===== src/rtl/cmd_decoder.sv =====
// Byte-stream command decoder: assembles 3-byte frames from the UART receive
// stream, maintains shadow/active oscillator phase offsets, drives the reload
// strobe and returns response bytes to the UART transmitter.
// Optional build macro: CMD_TIMEOUT_EN adds an inter-byte timeout that drops a
// partial frame and answers 0xFC.
module cmd_decoder #(
    parameter int unsigned OUTPUTS      = 16,
    parameter int unsigned OFFSET_WIDTH = 24,
    parameter int unsigned DATA_WIDTH   = 8,
    parameter int unsigned TIMEOUT      = 50000
) (
    input  logic                            clk,
    input  logic                            rst,
    input  logic [DATA_WIDTH-1:0]           rx_data,
    input  logic                            rx_valid,
    output logic                            rx_ready,
    output logic [DATA_WIDTH-1:0]           tx_data,
    output logic                            tx_valid,
    input  logic                            tx_ready,
    output logic [OUTPUTS*OFFSET_WIDTH-1:0] offsets,
    output logic                            reload,
    output logic                            busy
);

    localparam int unsigned ChW = (OUTPUTS > 1) ? $clog2(OUTPUTS) : 1;

    localparam logic [2:0] OpNop   = 3'd0;
    localparam logic [2:0] OpWrite = 3'd1;
    localparam logic [2:0] OpApply = 3'd2;
    localparam logic [2:0] OpRead  = 3'd3;

    // Channel field is 4 bits and READ returns value bits [13:0].
    if (OUTPUTS < 2 || OUTPUTS > 16 || OFFSET_WIDTH < 14 || DATA_WIDTH < 8 || TIMEOUT < 2)
    begin : g_param_check
        $error("cmd_decoder: unsupported parameter set");
    end

    typedef enum logic [2:0] {StIdle, StArg1, StArg2, StExec, StResp} state_t;

    state_t                    state_q, state_d;
    logic [7:0]                h_q, h_d;
    logic [6:0]                d1_q, d1_d;
    logic [1:0]                resp_left_q, resp_left_d;
    logic [DATA_WIDTH-1:0]     tx_data_q, tx_data_d;
    logic                      tx_valid_q, tx_valid_d;
    logic                      rx_ready_q, rx_ready_d;
    logic                      reload_q, reload_d;
    logic [OFFSET_WIDTH-1:0]   shadow_q [OUTPUTS];
    logic [OFFSET_WIDTH-1:0]   shadow_d [OUTPUTS];
    logic [OFFSET_WIDTH-1:0]   active_q [OUTPUTS];
    logic [OFFSET_WIDTH-1:0]   active_d [OUTPUTS];
`ifdef CMD_TIMEOUT_EN
    logic [31:0]               tmo_q, tmo_d;
`endif

    logic [7:0]              rx_byte;
    logic                    rx_fire, tx_fire;
    logic [2:0]              opcode;
    logic [3:0]              ch;
    logic                    ch_ok;
    logic [ChW-1:0]          ch_idx;
    logic [OFFSET_WIDTH-1:0] value;
    logic [OFFSET_WIDTH-1:0] shadow_word;

    assign rx_byte     = rx_data[7:0];
    assign rx_fire     = rx_valid & rx_ready_q;
    assign tx_fire     = tx_valid_q & tx_ready;
    assign opcode      = h_q[6:4];
    assign ch          = h_q[3:0];
    assign ch_ok       = (32'(ch) < OUTPUTS);
    assign ch_idx      = ch[ChW-1:0];
    // D2 is consumed straight from the bus on the edge that enters EXEC.
    assign value       = OFFSET_WIDTH'({d1_q, rx_byte[6:0]});
    assign shadow_word = shadow_q[ch_idx];

    // Next-state, register update and response sequencing.
    always_comb begin
        state_d     = state_q;
        h_d         = h_q;
        d1_d        = d1_q;
        resp_left_d = resp_left_q;
        tx_data_d   = tx_data_q;
        shadow_d    = shadow_q;
        active_d    = active_q;
`ifdef CMD_TIMEOUT_EN
        tmo_d       = '0;
`endif
        unique case (state_q)
            StIdle: begin
                if (rx_fire && rx_byte[7]) begin
                    h_d     = rx_byte;
                    state_d = StArg1;
                end
            end
            StArg1: begin
                if (rx_fire) begin
                    if (rx_byte[7]) begin
                        h_d = rx_byte;
                    end else begin
                        d1_d    = rx_byte[6:0];
                        state_d = StArg2;
                    end
                end
            end
            StArg2: begin
                if (rx_fire) begin
                    if (rx_byte[7]) begin
                        h_d     = rx_byte;
                        state_d = StArg1;
                    end else begin
                        // Updates land on entry so they are visible during EXEC.
                        state_d = StExec;
                        if (opcode == OpWrite && ch_ok) shadow_d[ch_idx] = value;
                        if (opcode == OpApply) active_d = shadow_q;
                    end
                end
            end
            StExec: begin
                state_d     = StResp;
                resp_left_d = 2'd0;
                tx_data_d   = DATA_WIDTH'(h_q);
                if (opcode[2]) begin
                    tx_data_d = DATA_WIDTH'(8'hFD);
                end else if ((opcode == OpWrite || opcode == OpRead) && !ch_ok) begin
                    tx_data_d = DATA_WIDTH'(8'hFE);
                end else if (opcode == OpRead) begin
                    resp_left_d = 2'd2;
                end
            end
            StResp: begin
                if (tx_fire) begin
                    if (resp_left_q == 2'd2) begin
                        tx_data_d   = DATA_WIDTH'({1'b0, shadow_word[13:7]});
                        resp_left_d = 2'd1;
                    end else if (resp_left_q == 2'd1) begin
                        tx_data_d   = DATA_WIDTH'({1'b0, shadow_word[6:0]});
                        resp_left_d = 2'd0;
                    end else begin
                        state_d = StIdle;
                    end
                end
            end
            default: state_d = StIdle;
        endcase
`ifdef CMD_TIMEOUT_EN
        if ((state_q == StArg1 || state_q == StArg2) && !rx_fire) begin
            if (tmo_q == TIMEOUT - 1) begin
                state_d     = StResp;
                tx_data_d   = DATA_WIDTH'(8'hFC);
                resp_left_d = 2'd0;
            end else begin
                tmo_d = tmo_q + 32'd1;
            end
        end
`endif
        // Handshake/strobe outputs are registered from the next state.
        rx_ready_d = (state_d == StIdle) || (state_d == StArg1) || (state_d == StArg2);
        tx_valid_d = (state_d == StResp);
        reload_d   = !(state_d == StExec && h_d[6:4] == OpApply);
    end

    // State and register bank; reset restores the default i*10 offsets.
    always_ff @(posedge clk or posedge rst) begin
        if (rst) begin
            state_q     <= StIdle;
            h_q         <= '0;
            d1_q        <= '0;
            resp_left_q <= '0;
            tx_data_q   <= '0;
            tx_valid_q  <= 1'b0;
            rx_ready_q  <= 1'b0;
            reload_q    <= 1'b0;
            for (int i = 0; i < int'(OUTPUTS); i++) begin
                shadow_q[i] <= OFFSET_WIDTH'(i * 10);
                active_q[i] <= OFFSET_WIDTH'(i * 10);
            end
`ifdef CMD_TIMEOUT_EN
            tmo_q       <= '0;
`endif
        end else begin
            state_q     <= state_d;
            h_q         <= h_d;
            d1_q        <= d1_d;
            resp_left_q <= resp_left_d;
            tx_data_q   <= tx_data_d;
            tx_valid_q  <= tx_valid_d;
            rx_ready_q  <= rx_ready_d;
            reload_q    <= reload_d;
            shadow_q    <= shadow_d;
            active_q    <= active_d;
`ifdef CMD_TIMEOUT_EN
            tmo_q       <= tmo_d;
`endif
        end
    end

    for (genvar i = 0; i < int'(OUTPUTS); i++) begin : g_offsets
        assign offsets[OFFSET_WIDTH*i +: OFFSET_WIDTH] = active_q[i];
    end

    assign rx_ready = rx_ready_q;
    assign tx_data  = tx_data_q;
    assign tx_valid = tx_valid_q;
    assign reload   = reload_q;
    assign busy     = (state_q != StIdle);

endmodule


===== config.mk =====
export PLATFORM = sky130hd
export DESIGN_NAME = cmd_decoder
export DESIGN_NICKNAME = d
export VERILOG_FILES = /design/src/rtl/cmd_decoder.sv
export SDC_FILE = /design/constraint.sdc
export NUM_CORES = 1
export LEC_CHECK = 0
export BUFFER_PORTS_ARGS = -buffer_cell sky130_fd_sc_hd__clkbuf_2
export CAP_MARGIN = 0
export CORE_UTILIZATION = 49
export DETAILED_ROUTE_END_ITERATION = 16
export PLACE_DENSITY = 0.72
export SLEW_MARGIN = 10
export SYNTH_ARGS = -nofsm -noshare
export SYNTH_HDL_FRONTEND = slang
export SYNTH_SLANG_ARGS = --single-unit

===== constraint.sdc =====
create_clock -name clk -period 20.9 [get_ports clk]
set_input_delay 3.135 -clock clk [delete_from_list [all_inputs] [get_ports clk]]
set_output_delay 3.135 -clock clk [all_outputs]
set_load 0.02 [all_outputs]

=== After elaboration in Yosys (flattened, before gate mapping) ===
Cells that the tools add are included.

* Bits of input ports: 12
* Bits in latches: 0
* Output and inout port bits: 396
* Register bits: 799
* Bits in read-only memories: 0
* Logic and storage cells: 113
* Bits in writable memories: 0
* Memories kept: 0

* $add $sub $neg: 0
* Div/mod/pow operators: 0
* Magnitude comparators: 2
* Reductions and logical operators: 17
* Shift-type cells: 0
* Equality and inequality tests: 19
* $mul: 0
* Mux-type cells: 30
* Bitwise operators: 4

{| class="wikitable"
|+ Operators with widths
! kind !! number
|-
| $bwmux 384 || 1
|-
| $bmux 24 s4 || 1
|-
| $demux 24 s4 || 1
|-
| $mux 8 || 7
|-
| $pmux 8 s2 || 2
|-
| $mux 14 || 2
|-
| $mux 24 || 1
|-
| $eq 3x2->1 const B || 7
|-
| $mux 3 || 7
|-
| $pmux 3 s5 || 1
|-
| $mux 2 || 6
|-
| $reduce_and 4->1 || 3
|-
| $eq 3x1->1 const B || 3
|-
| $eq 3x3->1 const B || 2
|-
| $logic_not 3->1 || 2
|-
| $reduce_and 3->1 || 2
|-
| $ge 5x5->1 const B || 1
|-
| $lt 5x1->1 const B || 1
|-
| $not 4->5 || 1
|-
| $ne 2x1->1 const B || 2
|-
| $ne 2x2->1 const B || 2
|-
| $pmux 2 s2 || 1
|-
| $reduce_bool 2->1 || 2
|-
| $logic_and 1x1->1 || 3
|-
| other kinds (9) || 11
|}

=== Depth between registers and ports, before layout ===
* Depth in word-level cells: 8
* Depth in mapped cells: 8

=== Worst setup path before layout ===
OpenSTA, ideal clock, no wires.

* Kind: input to register
* Start: input port rx_valid
* End: register active_q, in the netlist offsets[0]
* Buffers on the path: 3
* Arrival time: 4745 ps
* Setup slack: 16030 ps
* Stages: 7
* Cells stage by stage: nand2_1 > or3_1 > or4_1 > buf_2 > buf_6 > buf_6 > mux2_4

* Cells in the longest elaborated chain, start to end: 2

{| class="wikitable"
|+ RTL lines
! element !! RTL line !! RTL
|-
| from (decl) || 15 || <nowiki>input logic rx_valid,</nowiki>
|-
| $and 1x1->1 || 66 || <nowiki>assign rx_fire = rx_valid & rx_ready_q;</nowiki>
|-
| $reduce_and 4->1 (no line) || -- ||
|-
| to (signal, indexed assignment) || 175 || <nowiki>active_q[i] <= OFFSET_WIDTH'(i * 10);</nowiki>
|-
| to (signal assigned) || 190 || <nowiki>active_q <= active_d;</nowiki>
|-
| to (decl) || 50 || <nowiki>logic [OFFSET_WIDTH-1:0] active_q [OUTPUTS];</nowiki>
|}

No other way between the ends.
A chain may end at the register's enable or synchronous reset.

=== Worst setup path after layout ===
* Start: input port rx_valid
* End: register active_q, in the netlist offsets[248]

The elaborated chain is that of the path after synthesis.

==> results.toml <==
[status]
outcome = "complete, no violations"

[detailed_routing]
drcViolationCount = 0
drt-initial-drc-count = 731
antenna_left = 0
drt_wl_total_mm = 54.30
drt_pre_antenna_iters = 5
routed-via-count = 12230
wl_per_cell_microns = 23.96
viasPerCell = 5.395

[floorplan]
row_count = 77
die_h_microns = 213.4
initial_core_util_pct = 49.65
dieArea_sq_mm = 0.04556
core-area_sq_mm = 0.04412
num_io_pins = 408
die_w_microns = 213.4

[logic_synthesis]
synth_top_cells_by_area = "dfrtp_1 44%, mux2_2 14%, dfstp_2 11%"
yosysMostFrequentCell = "dfrtp_1"
synth_seq_cells = 479
synth_top_flop_cell = "dfrtp_1"
syn_area_per_cell_sq_um = 15.57
synth_cells = 1407
ys_types = 45
seq_area_frac_synth_pct = 55.25
synth.top_cell.area_share_pct = 43.98
yosys.area.top_type = "dfrtp_1"
syn_area_sq_mm = 0.02191
synth_common_cells = "385 x dfrtp_1, 274 x mux2_2, 163 x buf_4"
synth_edf_count = 0
async_flop_share_pct = 100.0
yosys_warnings = 0

[global_route]
grtUsageTotal_pct = 23.96
grt_overflow = 0
grt_pass1_wl_mm = 80.36
grt_pass1_vias = 12220
antenna_found_initial = 1
grt_max_degree = 112

[clock_network]
clk_path_buf_depth = 3
cts_hold_buf = 0
cts_sinks = 479
post_cts_buffers = 0
cts_made_buffers = 48
cts_tree = "yes"
cts-root-buf = "clkbuf_16"
clkSlewWorstSetupHoldPaths_ns = 0.06
insertion_delay_ns = 0.56
ctsResizeCount = 0
htree_levels = 2

[worst_hold_path]
hold_depth = 1
hp-start = "h_q[7]$_DFFE_PP0P_"
min_to = "h_q[7]$_DFFE_PP0P_"
min_path_type = "flip-flop to flip-flop"

[timing]
fin_crit_ns = 5.388
hold_ws_ns = 0.4701
fmax_mhz = 185.6
hold_viol_final = 0
fin_skew_ns = 0.01540
rsz0062_at_grt = "false"
final-max-slew-violation-count = 0
period_share_pct = 25.78
relSlewSlack_pct = 20.72
worst_pin_slew_ns = 1.188
finalSetupViolCount = 0
setup_tns_ns = 0

[critical_path]
cp_data_arrival_time_ns = 5.83
worstPathCellList = "clkbuf_2 -> nand2_1 -> or3_1 -> or4_4 -> buf_4 -> mux2_2"
slowest_delay_ns = 0.94
critical_path_required_ns = 21.34
r2r_start = "h_q[6]$_DFF_PP0_"
start_kind = "primary input"
end_kind = "flip-flop"
r2r-end = "offsets[248]$_DFFE_PP0P_"
critPathMaxFanout = 67
critPathLaunch = "rx_valid"
rrSetupSlack_ns = 17.66
worst-r2r-cell-count = 4
slowest_stage = "buf_4"
critical_path_class = "primary input to flip-flop"

[place]
portBuffers = 247
post-dp-hpwl_mm = 36.15
gp_congestion = 0.8589

[final_layout]
n_fill_cell = 3533
multi_input_area_sq_mm = 0.008677
final_util_pct = 55.79
antennaDiodeCount = 0
nNetsFinal = 1650
syn_to_final_growth_pct = 12.38
final-seq-area_sq_mm = 0.01211
drive_gt1_share_pct = 56.27

[power_and_ir_drop]
ir_worst_vdd_mv = 0.1012
design_power_total_mw = 2.300
power.density_mw_per_mm2 = 93.44
p_leak_nw = 12.74

[run]
maxCapViolCount = 0
==> through the flow <==
step,cells,setup WS [ns],cell area [sq um]
6_report,2266,15.51,24620
5_1_grt,2266,15.35,24620
4_1_cts,2266,15.51,24620
3_5_place_dp,2178,14.94,22960
3_3_place_gp,2178,15.02,22960
2_1_floorplan,1566,4.556,22500
==> kinds of logic after synthesis <==
logic type / count (synthesis) / share of synthesized area [%]
and+or+nand+nor: 96 / 2.513
adders and majority gates: 2 / 0.1142
muxes: 528 / 32.65
other: 1 / 0.01712
DFF: 479 / 55.25
buffers and inverters: 254 / 7.922
AOI/OAI and AO/OA: 47 / 1.531
==> final cells by class <==
type,instances,area share (%)
flip-flops and latches,479,49.20
multi-input cells,833,35.25
clock buffers,73,5.997
repair buffers,270,5.723
well taps,592,3.009
clock inverters,15,0.7369
inverters,4,0.09148
==> flip-flops by register name, summed over array words and instances, names as in the netlist, 2 cells and up <==
name,cells
d1_q,7
h_q,8
offsets,224
resp_left_q,2
shadow_q,224
state_q,3
tx_data,8
==> how the worst max path moves through the flow <==
stage	cells after the start	to	slack [ns]
global placement	6	offsets[297]$_DFFE_PP0P_	15.02
finish	6	offsets[248]$_DFFE_PP0P_	15.51
global route	4	shadow_q[201]$_DFFE_PP0P_	15.35
detailed placement	6	offsets[321]$_DFFE_PP0P_	14.94
floorplan	1	d1_q[0]$_DFFE_PP0P_	4.56
CTS	6	offsets[321]$_DFFE_PP0P_	15.51
==> power by group <==
group / switching (mW) / internal (mW) / leakage [nW]
registers: 0.107 / 0.970 / 6.27
clock network: 0.358 / 0.536 / 0.824
logic: 0.210 / 0.120 / 5.65
==> cells in the final DEF (no fill, tap or decap), types with 25 or more instances in the layout <==
| cell type | count |
|---|---|
| conb_1 | 160 |
| mux4_2 | 55 |
| mux2_2 | 274 |
| nor2_1 | 25 |
| mux2_1 | 29 |
| clkbuf_16 | 49 |
| clkbuf_2 | 247 |
| mux2_4 | 160 |
| dfstp_2 | 94 |
| dfrtp_1 | 383 |
==> worst max-delay path, delay by kind of cell <==
kind | cells | cell delay (ns)
buffers and inverters | 2 | 1.04
muxes | 1 | 0.42
and+or+nand+nor | 3 | 1.07
==> metal layers <==
metal | track usage [%] | part of all wire, % | up-vias
met2 | 38.14 | 48 | 449
met3 | 4.115 | 5.5 | 67
met4 | 6.034 | 2.1 | 0
met5 | 0 | 0 | -
met1 | 34.24 | 44 | 6532
li1 | - | - | 5177
Note: power is estimated with default switching activity, not from simulation.
